===== src/rtl/sign_extend_pkg.sv =====
// sign_extend_pkg: shared widths and immediate format encoding for the RV64 immediate generator.
package sign_extend_pkg;
   localparam int XLEN = 64;
   localparam int ILEN = 32;
   typedef enum logic [2:0] {
      IMM_I  = 3'd0,
      IMM_S  = 3'd1,
      IMM_SB = 3'd2,
      IMM_U  = 3'd3,
      IMM_UJ = 3'd4,
      IMM_SH = 3'd5
   } imm_sel_e;
endpackage


===== src/rtl/sign_extend_imm_gen_comb.sv =====
// imm_gen_comb: extracts the immediate field of an instruction and extends it to XLEN bits.
module imm_gen_comb
   import sign_extend_pkg::*;
(
   input  logic [ILEN-1:0] instruction,
   input  logic [2:0]      sel_type,
   output logic [XLEN-1:0] imm
);
   logic s;
   logic unused_opcode;
   assign s = instruction[31];
   assign unused_opcode = ^instruction[6:0];
   always_comb begin
      imm = '0;
      case (imm_sel_e'(sel_type))
         IMM_I:  imm = {{52{s}}, instruction[31:20]};
         IMM_S:  imm = {{52{s}}, instruction[31:25], instruction[11:7]};
         IMM_SB: imm = {{51{s}}, s, instruction[7], instruction[30:25], instruction[11:8], 1'b0};
         IMM_U:  imm = {{32{s}}, instruction[31:12], 12'h000};
         IMM_UJ: imm = {{43{s}}, s, instruction[19:12], instruction[20], instruction[30:21], 1'b0};
         IMM_SH: imm = {58'h0, instruction[25:20]};
         default: imm = '0;
      endcase
   end
endmodule


===== src/rtl/sign_extend.sv =====
// sign_extend: registered RV64 immediate generator with synchronous active-high reset.
module sign_extend
   import sign_extend_pkg::*;
(
   input  logic            clk,
   input  logic            reset,
   input  logic [ILEN-1:0] instruction,
   input  logic [2:0]      sel_type,
   output logic [XLEN-1:0] extension
);
   logic [XLEN-1:0] imm;
   imm_gen_comb u_imm_gen (
      .instruction(instruction),
      .sel_type   (sel_type),
      .imm        (imm)
   );
   always_ff @(posedge clk) begin
      if (reset) extension <= '0;
      else       extension <= imm;
   end
endmodule


===== config.mk =====
export PLATFORM = sky130hd
export DESIGN_NAME = sign_extend
export DESIGN_NICKNAME = d
export VERILOG_FILES = /design/src/rtl/sign_extend_pkg.sv /design/src/rtl/sign_extend_imm_gen_comb.sv /design/src/rtl/sign_extend.sv
export SDC_FILE = /design/constraint.sdc
export NUM_CORES = 1
export LEC_CHECK = 0
export CORE_AREA = 10 10 101 58
export DETAILED_ROUTE_END_ITERATION = 10
export DIE_AREA = 0 0 111 68
export PLACE_DENSITY = 0.82
export SETUP_SLACK_MARGIN = 0.02
export SLEW_MARGIN = 5
export SYNTH_ARGS = -nofsm -noshare
export SYNTH_HDL_FRONTEND = slang
export SYNTH_SLANG_ARGS = --single-unit

===== constraint.sdc =====
create_clock -name clk -period 2.6 [get_ports clk]
set_input_delay 0.52 -clock clk [delete_from_list [all_inputs] [get_ports clk]]
set_output_delay 0.52 -clock clk [all_outputs]
set_load 0.03 [all_outputs]

# Yosys cells after proc, flatten, opt, wreduce, memory -nomap -nowiden
# Index checks and enable logic that the tools add are counted.
[op_classes] n_reduce_logical=1 eq_ne=5 muxes=1
[op_table] cell="case mux 64 bit (6 select lines)" count=1
[op_table] cell="equality test 3 x 2 -> 1 bit, second input constant" count=2
[op_table] cell="equality test 3 bit, second input constant" count=2
[op_table] cell="equality test 3 x 1 -> 1 bit, second input constant" count=1
[op_table] cell="logical NOT 3 bit" count=1
[word_totals] out_inout_bits=64 reg_bits=64 word_cells=8

# Logic depth before layout (Yosys ltp)
# Gate-level depths: netlist of run 1.
[depth] depth_word=2 ltp_mapped=5 mapped_depth_nobuf=3

# Hierarchy
# A second synthesis of run 1 with hierarchy kept.
[hier_totals] hier_cells=262 area_unflattened_um2=2872.8
[modules_own_cells] module="sign_extend" seq_area_each_um2=1281.2 cells_per_inst=135 instances=1 area_per_inst_um2=1918.1
[modules_own_cells] module="imm_gen_comb" seq_area_each_um2=0.0 cells_per_inst=127 instances=1 area_per_inst_um2=954.7

# Worst setup path before layout of run 1
# No wires, ideal clock.
[synth_timing] path_type="register to output" start="register extension[62] (netlist name)" end="output port extension[32]" arrival_time_ns=1.281 path_slack_ns=0.799 stages_incl_launch_ff=2 path_buffers=1 path_cell_list="dfxtp_1 -> buf_4"
[synth_lines] element="to (decl)" line_no="sign_extend.sv:9" rtl="output logic [XLEN-1:0] extension"

==> results of run 1 <==
through the flow:
step | setup WS, ns | power [mW]
2_1_floorplan | 0.799 | 0.764
3_3_place_gp | 0.498 | 0.898
3_5_place_dp | 0.458 | 0.904
4_1_cts | 0.450 | 1.28
5_1_grt | 0.366 | 1.33
6_report | 0.484 | 1.27
cell families after synthesis:
family          synth area share [%]
compound gates                  19.5
buf+inv                         20.7
simple gates                    15.5
flops                           42.6
mux                            0.748
fa+ha+maj                      0.914
critical path: cells and delay by family, from the launching register on:
kind / cells / cell delay (ns)
buffers and inverters: 2 / 1.02
flip-flops: 1 / 0.32
Yosys cell counts:
master and number:
a21o_1 9, a21oi_1 21, a21oi_2 2, a22oi_1 1
a31oi_1 1, and2_1 6, and3b_1 2, buf_2 2
buf_4 32, buf_6 3, clkbuf_1 5, clkbuf_2 1
dfxtp_1 32, inv_1 1, maj3_4 1, mux2_2 1
nand2_1 2, nand2b_1 3, nand2b_4 1, nand3_1 1
nand3b_1 2, nor2_1 3, nor2_2 1, nor2_8 1
nor2b_1 11, o21ai_0 8, o22ai_1 8, or2_1 1
or2_2 1
placed cells by master (no fill, tap or decap), drive strengths merged:
cell type and n:
nand3b 2, nand2 2, nand3 1, clkdlybuf4s50 93, a21o 9, mux2 1
inv 1, clkbuf 8, a21oi 23, o21ai 8, nor2b 11, maj3 1
and3b 2, nor2 5, and2 6, nand2b 4, a31oi 1, o22ai 8
a22oi 1, dfxtp 32, buf 5, or2 2
worst min-delay path by stage:
stage                               start             to  slack, ns  cells after the start
after floorplan           instruction[20]  extension[20]       0.63                      1
after global placement    instruction[28]  extension[28]       1.12                      2
after detailed placement  instruction[29]  extension[29]       1.12                      2
after CTS                 instruction[29]   extension[9]       0.83                      2
after global routing      instruction[28]   extension[8]       0.84                      2
final                     instruction[29]   extension[9]       0.84                      2
layer usage:
| layer | vias up | GRT usage, % | wire length (um) |
|---|---|---|---|
| li1 | 638 | - | - |
| met2 | 76 | 16.7 | 1800 |
| met4 | 0 | 4.03 | 56 |
| met3 | 4 | 7.68 | 619 |
| met1 | 592 | 13.5 | 2030 |
| met5 | - | 0 | 0 |
cell type report:
type / count / area [um^2]
Fill cell: 377 / 1860
Timing Repair Buffer: 98 / 968
Sequential cell: 32 / 641
Multi-Input combinational cell: 87 / 553
Clock buffer: 8 / 90.1
Tap cell: 57 / 71.3
Inverter: 1 / 3.75
power groups by stage:
| stage | clock network, mW | logic (mW) | registers (mW) |
|---|---|---|---|
| floorplan | 0 | 0.162 | 0.601 |
| global placement | 0 | 0.362 | 0.536 |
| global route | 0.414 | 0.386 | 0.529 |
| finish | 0.375 | 0.364 | 0.527 |
| CTS | 0.390 | 0.368 | 0.527 |
| detailed placement | 0 | 0.366 | 0.538 |
==> summary.md, run 1 <==
| Metric | Value |
|---|---|
| Outcome | completed |
| Maximum buffer depth of the clock tree | 2 |
| Worst-margin pin slew | about 0.73 ns |
| Die ar. | approximately 7500 um^2 |
| CP required | 2.08 ns |
| Hold crit path type | input port to flop |
| First-pass GRT wire length | roughly 7000 um |
| Final Hold Viols | 0 |
| Fin cells | about 280 |
| Final Critical Period | around 2.1 ns |
| Total GRT Usage | 11.5% |
| Net count after synthesis | 200 |
| CP Cell Sequence | buf_4 -> clkdlybuf4s50_1 |
| Worst path slowest cell | clkdlybuf4s50_1 |
| Final setup fails | 0 |
| Cell Count Post-Placement | between 200 and 300 |
| Vias per Instance | roughly 4.6 |
| Synth top area share | a little over two fifths |
| Internal Dissipation | ~900 uW |
| CP max FO | 33 |
| Beginning of the critical path | extension[62] |
| Syn Inst Count | approximately 160 |
| Cell taking the most area after synthesis | dfxtp_1 |
| Total clock sinks | 32 |
| Placed Area | 2240 um^2 |
| Highest clock rate | roughly 0.47 GHz |
| Startpoint types | flop |
| Total wire length | around 4500 um |
| Initial Utilization | between 30% and 40% |
| Fin util | between 50% and 60% |
| Antenna-violating nets left | 0 |
| Final net count | 262 |
| Final Instance Area | approximately 2300 um^2 |
| Number of setup buffers added after CTS | 0 |
| Root Buffer | clkbuf_8 |
| Total gr overflow | 0 |
| Die Y | roughly 70 um |
| Worst hold margin | between 0.8 and 0.9 ns |
| Hold_buf cts | 0 |
| Gpl congestion | 0.756 |
| Via count | 1310 |
| IO Count | between 100 and 150 |
| Worst-case vdd ir drop | about 0.26 mV |
| Top cells by area, synth | dfxtp_1 (43%), buf_4 (16%), a21oi_1 (7.0%), nor2b_1 (4.6%), a21o_1 (4.5%) |
| Gate power share | about 29% |
| WS Path Type | flop to primary output |
| Pwr dens | between 500 and 600 nW/um^2 |
| Pre-Repair DR Iteration Count | 4 |
| Iteration-0 DRC Markers | just under 90 |
| Setup_tns | 0 ns |
| Relative slew slack | 51.1% |
| DRC | 0 |
| Die W | 111 um |
| CTS tree | done |
| Routed wire per std cell | between 15 and 20 um |
| H-Tree Depth | 2 |
| Post_cts resized | 0 |
| Max Slew Vio Count | 0 |
| RSZ-0062 raised after global routing | no |
| Synth warnings | 0 |
| Clock power frac | approximately 30% |
| Synthesized area | around 1500 um^2 |
| Mapped Avg Cell Area | between 9 and 10 um^2 |
| Core area | between 4000 and 5000 um^2 |
| Inserted Clock Buffers | 5 |
| Antenna violations before repair | 0 |
| Seq/Total Area, Yosys | 42.6% |
| Largest regs | extension x32 |
| Buffers on Ports | between 90 and 100 |
| Layout area overhead | 54.6% |
| Crit share post-route | 81.4% |
| Rows | 17 |
| Largest register FFs | 32 |
| Synthesis-stage register bit count | 32 |
| Max incr delay on CP | between 0.7 and 0.8 ns |
| Dpl hpwl | around 3700 um |
| Sequential share of power | around two fifths |
| CP endpoint kind | primary output |
| Diode count | 0 |
| Biggest register | extension |
| Switch share | 29.0% |
| Clock transition at path regs | approximately 0.06 ns |
| Distinct cells, synth | 29 |
| Critical path arrival | between 1.5 and 2 ns |
| Psw | 368 uW |
| Crit path capture | extension[43] |
| Layout cells sized above 1 | under 10% |
| Vias in the first global route | around 1.3k |
| Leak | about 0.92 nW |
| Max-cap violation count | 0 |
| Largest net degree at the start of global routing | 34 |
Note: power is estimated with default switching activity, not from simulation.
==> run 2, diff against run 1 <==
--- a/config.mk
+++ b/config.mk
@@ -5,10 +5,10 @@
 export SDC_FILE = /design/constraint.sdc
 export NUM_CORES = 1
 export LEC_CHECK = 0
-export CORE_AREA = 10 10 101 58
+export CORE_AREA = 10 10 104 60
 export DETAILED_ROUTE_END_ITERATION = 10
-export DIE_AREA = 0 0 111 68
-export PLACE_DENSITY = 0.82
+export DIE_AREA = 0 0 114 70
+export PLACE_DENSITY = 0.77
 export SETUP_SLACK_MARGIN = 0.02
 export SLEW_MARGIN = 5
 export SYNTH_ARGS = -nofsm -noshare
==> constraint.sdc (replaced) <==
create_clock -name clk -period 2.1 [get_ports clk]
set_input_delay 0.42 -clock clk [delete_from_list [all_inputs] [get_ports clk]]
set_output_delay 0.42 -clock clk [all_outputs]
set_load 0.03 [all_outputs]
==> summary.md, run 2 (synthesis gave the netlist of run 1 again) <==
| Metric | Value |
|---|---|
| Outcome | completed (unchanged) |
| Vias per Instance | 4.54 (was 4.63) |
| Startpoint types | flop (unchanged) |
| Largest regs | extension x32 (unchanged) |
| Place WS | 0.0954 ns (was 0.458 ns) |
| Die ar. | 7980 um^2 (was 7550 um^2) |
| CTS tree | done (unchanged) |
| GRT Max-Usage Layer | met2 (unchanged) |
| Post_cts resized | 0 (unchanged) |
| Final Critical Period | approximately 2.0 ns |
| Largest net degree at the start of global routing | 34 (unchanged) |
| Hold crit path type | input port to flop (unchanged) |
| Antenna-violating nets left | 0 (unchanged) |
| Hold_buf cts | 0 (unchanged) |
| Total gr overflow | 0 (unchanged) |
| First-pass GRT wire length | 6910 um (was 6970 um) |
| Final Instance Area | 2340 um^2 (was 2330 um^2) |
| Vias in the first global route | 1294 (unchanged) |
| DRC | 0 (unchanged) |
| Buffers on Ports | 93 (unchanged) |
| Layout area overhead | 55.4% (was 54.6%) |
| Dpl hpwl | 3630 um (was 3680 um) |
| Met1 GRT Util | 11.9% (was 13.5%) |
| CP Cell Sequence | buf_4 -> clkdlybuf4s50_1 (unchanged) |
| H-Tree Depth | 2 (unchanged) |
| Gpl congestion | 0.824 (was 0.756) |
| Critical path arrival | 1.58 ns (was 1.60 ns) |
| Met2 Usage GRT | 15.5% (was 16.7%) |
| Worst-margin pin slew | 0.646 ns (was 0.733 ns) |
| Final WS setup | 0.0975 ns (was 0.484 ns) |
| Final Hold Viols | 0 (unchanged) |
| Via count | 1307 (was 1310) |
| Layout cells sized above 1 | 14.0% (was 8.41%) |
| Total GRT Usage | 10.5% (was 11.5%) |
| Initial Utilization | 32.8% (was 35.9%) |
| Overall Power | 1.68 mW (was 1.27 mW) |
| Total clock sinks | 32 (unchanged) |
| Leading cell type in the layout, fill and taps excluded | clkdlybuf4s50_1 (unchanged) |
| Diode count | 0 (unchanged) |
| Pwr dens | 719 nW/um^2 (was 544 nW/um^2) |
| Final net count | 264 (was 262) |
| Worst path slowest cell | clkdlybuf4s50_1 (unchanged) |
| Placed Area | 2230 um^2 (was 2240 um^2) |
| Inserted Clock Buffers | 5 (unchanged) |
| Biggest register | extension (unchanged) |
| RSZ-0062 raised after global routing | no (unchanged) |
| Highest clock rate | about 0.50 GHz |
| Number of setup buffers added after CTS | 0 (unchanged) |
| Final setup fails | 0 (unchanged) |
| CP required | 1.68 ns (was 2.08 ns) |
| Leak | 0.961 nW (was 0.924 nW) |
| Die Y | 70 um (was 68 um) |
| Core area | 4590 um^2 (was 4190 um^2) |
| Rows | 18 (was 17) |
| Fill cells | 434 (was 377) |
| Max incr delay on CP | 0.74 ns (was 0.75 ns) |
| Crit path capture | extension[44] (was extension[43]) |
| Clock transition at path regs | 0.07 ns (was 0.06 ns) |
| Cell Count Post-Placement | 280 (was 275) |
| Beginning of the critical path | extension[62] (unchanged) |
| Setup_tns | 0 ns (unchanged) |
| CP endpoint kind | primary output (unchanged) |
| IO Count | 101 (unchanged) |
| WS Path Type | flop to primary output (unchanged) |
| Max Slew Vio Count | 0 (unchanged) |
| Commonest non-fill, non-tap cells in the layout | clkdlybuf4s50_1 (83), dfxtp_1 (32), a21oi_1 (21) (was clkdlybuf4s50_1 (93), dfxtp_1 (32), a21oi_1 (21)) |
| Max-cap violation count | 0 (unchanged) |
| Largest register FFs | 32 (unchanged) |
| CP max FO | 33 (unchanged) |
| Crit share post-route | 95.4% |
| Maximum buffer depth of the clock tree | 2 (unchanged) |
| Antenna violations before repair | 0 (unchanged) |
| Total wire length | 4500 um (about the same) |
| Relative slew slack | 56.8% (was 51.1%) |
| Pre-Repair DR Iteration Count | 4 (unchanged) |
| Root Buffer | clkbuf_8 (unchanged) |
| Fin cells | 288 (was 283) |
| Routed wire per std cell | 15.6 um (was 15.9 um) |
| Iteration-0 DRC Markers | 74 (was 87) |
| Die W | 114 um (was 111 um) |
| Worst-case vdd ir drop | 0.380 mV (was 0.260 mV) |
| GR Layer Usage met3 | 7.84% (was 7.68%) |
run 2: changes by cell type in the layout (fill, tap and decap cells not counted):
cell,change
clkbuf_8,-1
clkdlybuf4s50_1,-10
clkinv_2,+1
buf_4,+12
bufinv_16,+1
clkbuf_1,-1
run 2: critical path: cells and delay by family, from the launching register on:
family	cells	cell delay [ns]
flip-flops	1	0.31
buffers and inverters	2	1.00
run 2: worst min path at each step:
stage	startpoint	cells after the start	to
after floorplan	instruction[20]	1	extension[20]
after global routing	instruction[25]	3	extension[25]
after CTS	instruction[25]	3	extension[25]
after detailed placement	instruction[25]	3	extension[25]
after global placement	instruction[25]	3	extension[25]
final	instruction[25]	3	extension[25]
run 2: power by group:
group	switching, mW	internal, mW
clock	0.227	0.352
combinational	0.250	0.201
sequential	0.00822	0.643
run 2: through the flow:
stage	hold slack (ns)	util, %
after CTS	0.715	50.9
after global placement	1.01	48.6
final	0.723	50.9
after floorplan	0.530	-
after detailed placement	1.02	48.6
after global routing	0.722	50.9
run 2: area by class of cell:
type	instances	area, um^2	area share (%)
Clock buffer	6	72.6	3.10
Tap cell	60	75.1	3.21
Inverter	1	3.75	0.161
Sequential cell	32	641	27.4
Multi-Input combinational cell	87	553	23.6
Timing Repair Buffer	100	958	41.0
Clock inverter	2	35.0	1.50
run 2: per-layer routing:
metal / routed length (um) / up-vias
li1: - / 643
met5: 0 / -
met3: 805 / 2
met1: 1930 / 582
met4: 15 / 0
met2: 1750 / 80
==> run 3, diff against run 2 <==
--- a/config.mk
+++ b/config.mk
@@ -5,6 +5,7 @@
 export SDC_FILE = /design/constraint.sdc
 export NUM_CORES = 1
 export LEC_CHECK = 0
+export CAP_MARGIN = 20
 export CORE_AREA = 10 10 104 60
 export DETAILED_ROUTE_END_ITERATION = 10
 export DIE_AREA = 0 0 114 70
==> results of run 3 <==
Final layout, timing and power as in run 2 (identical DEF).
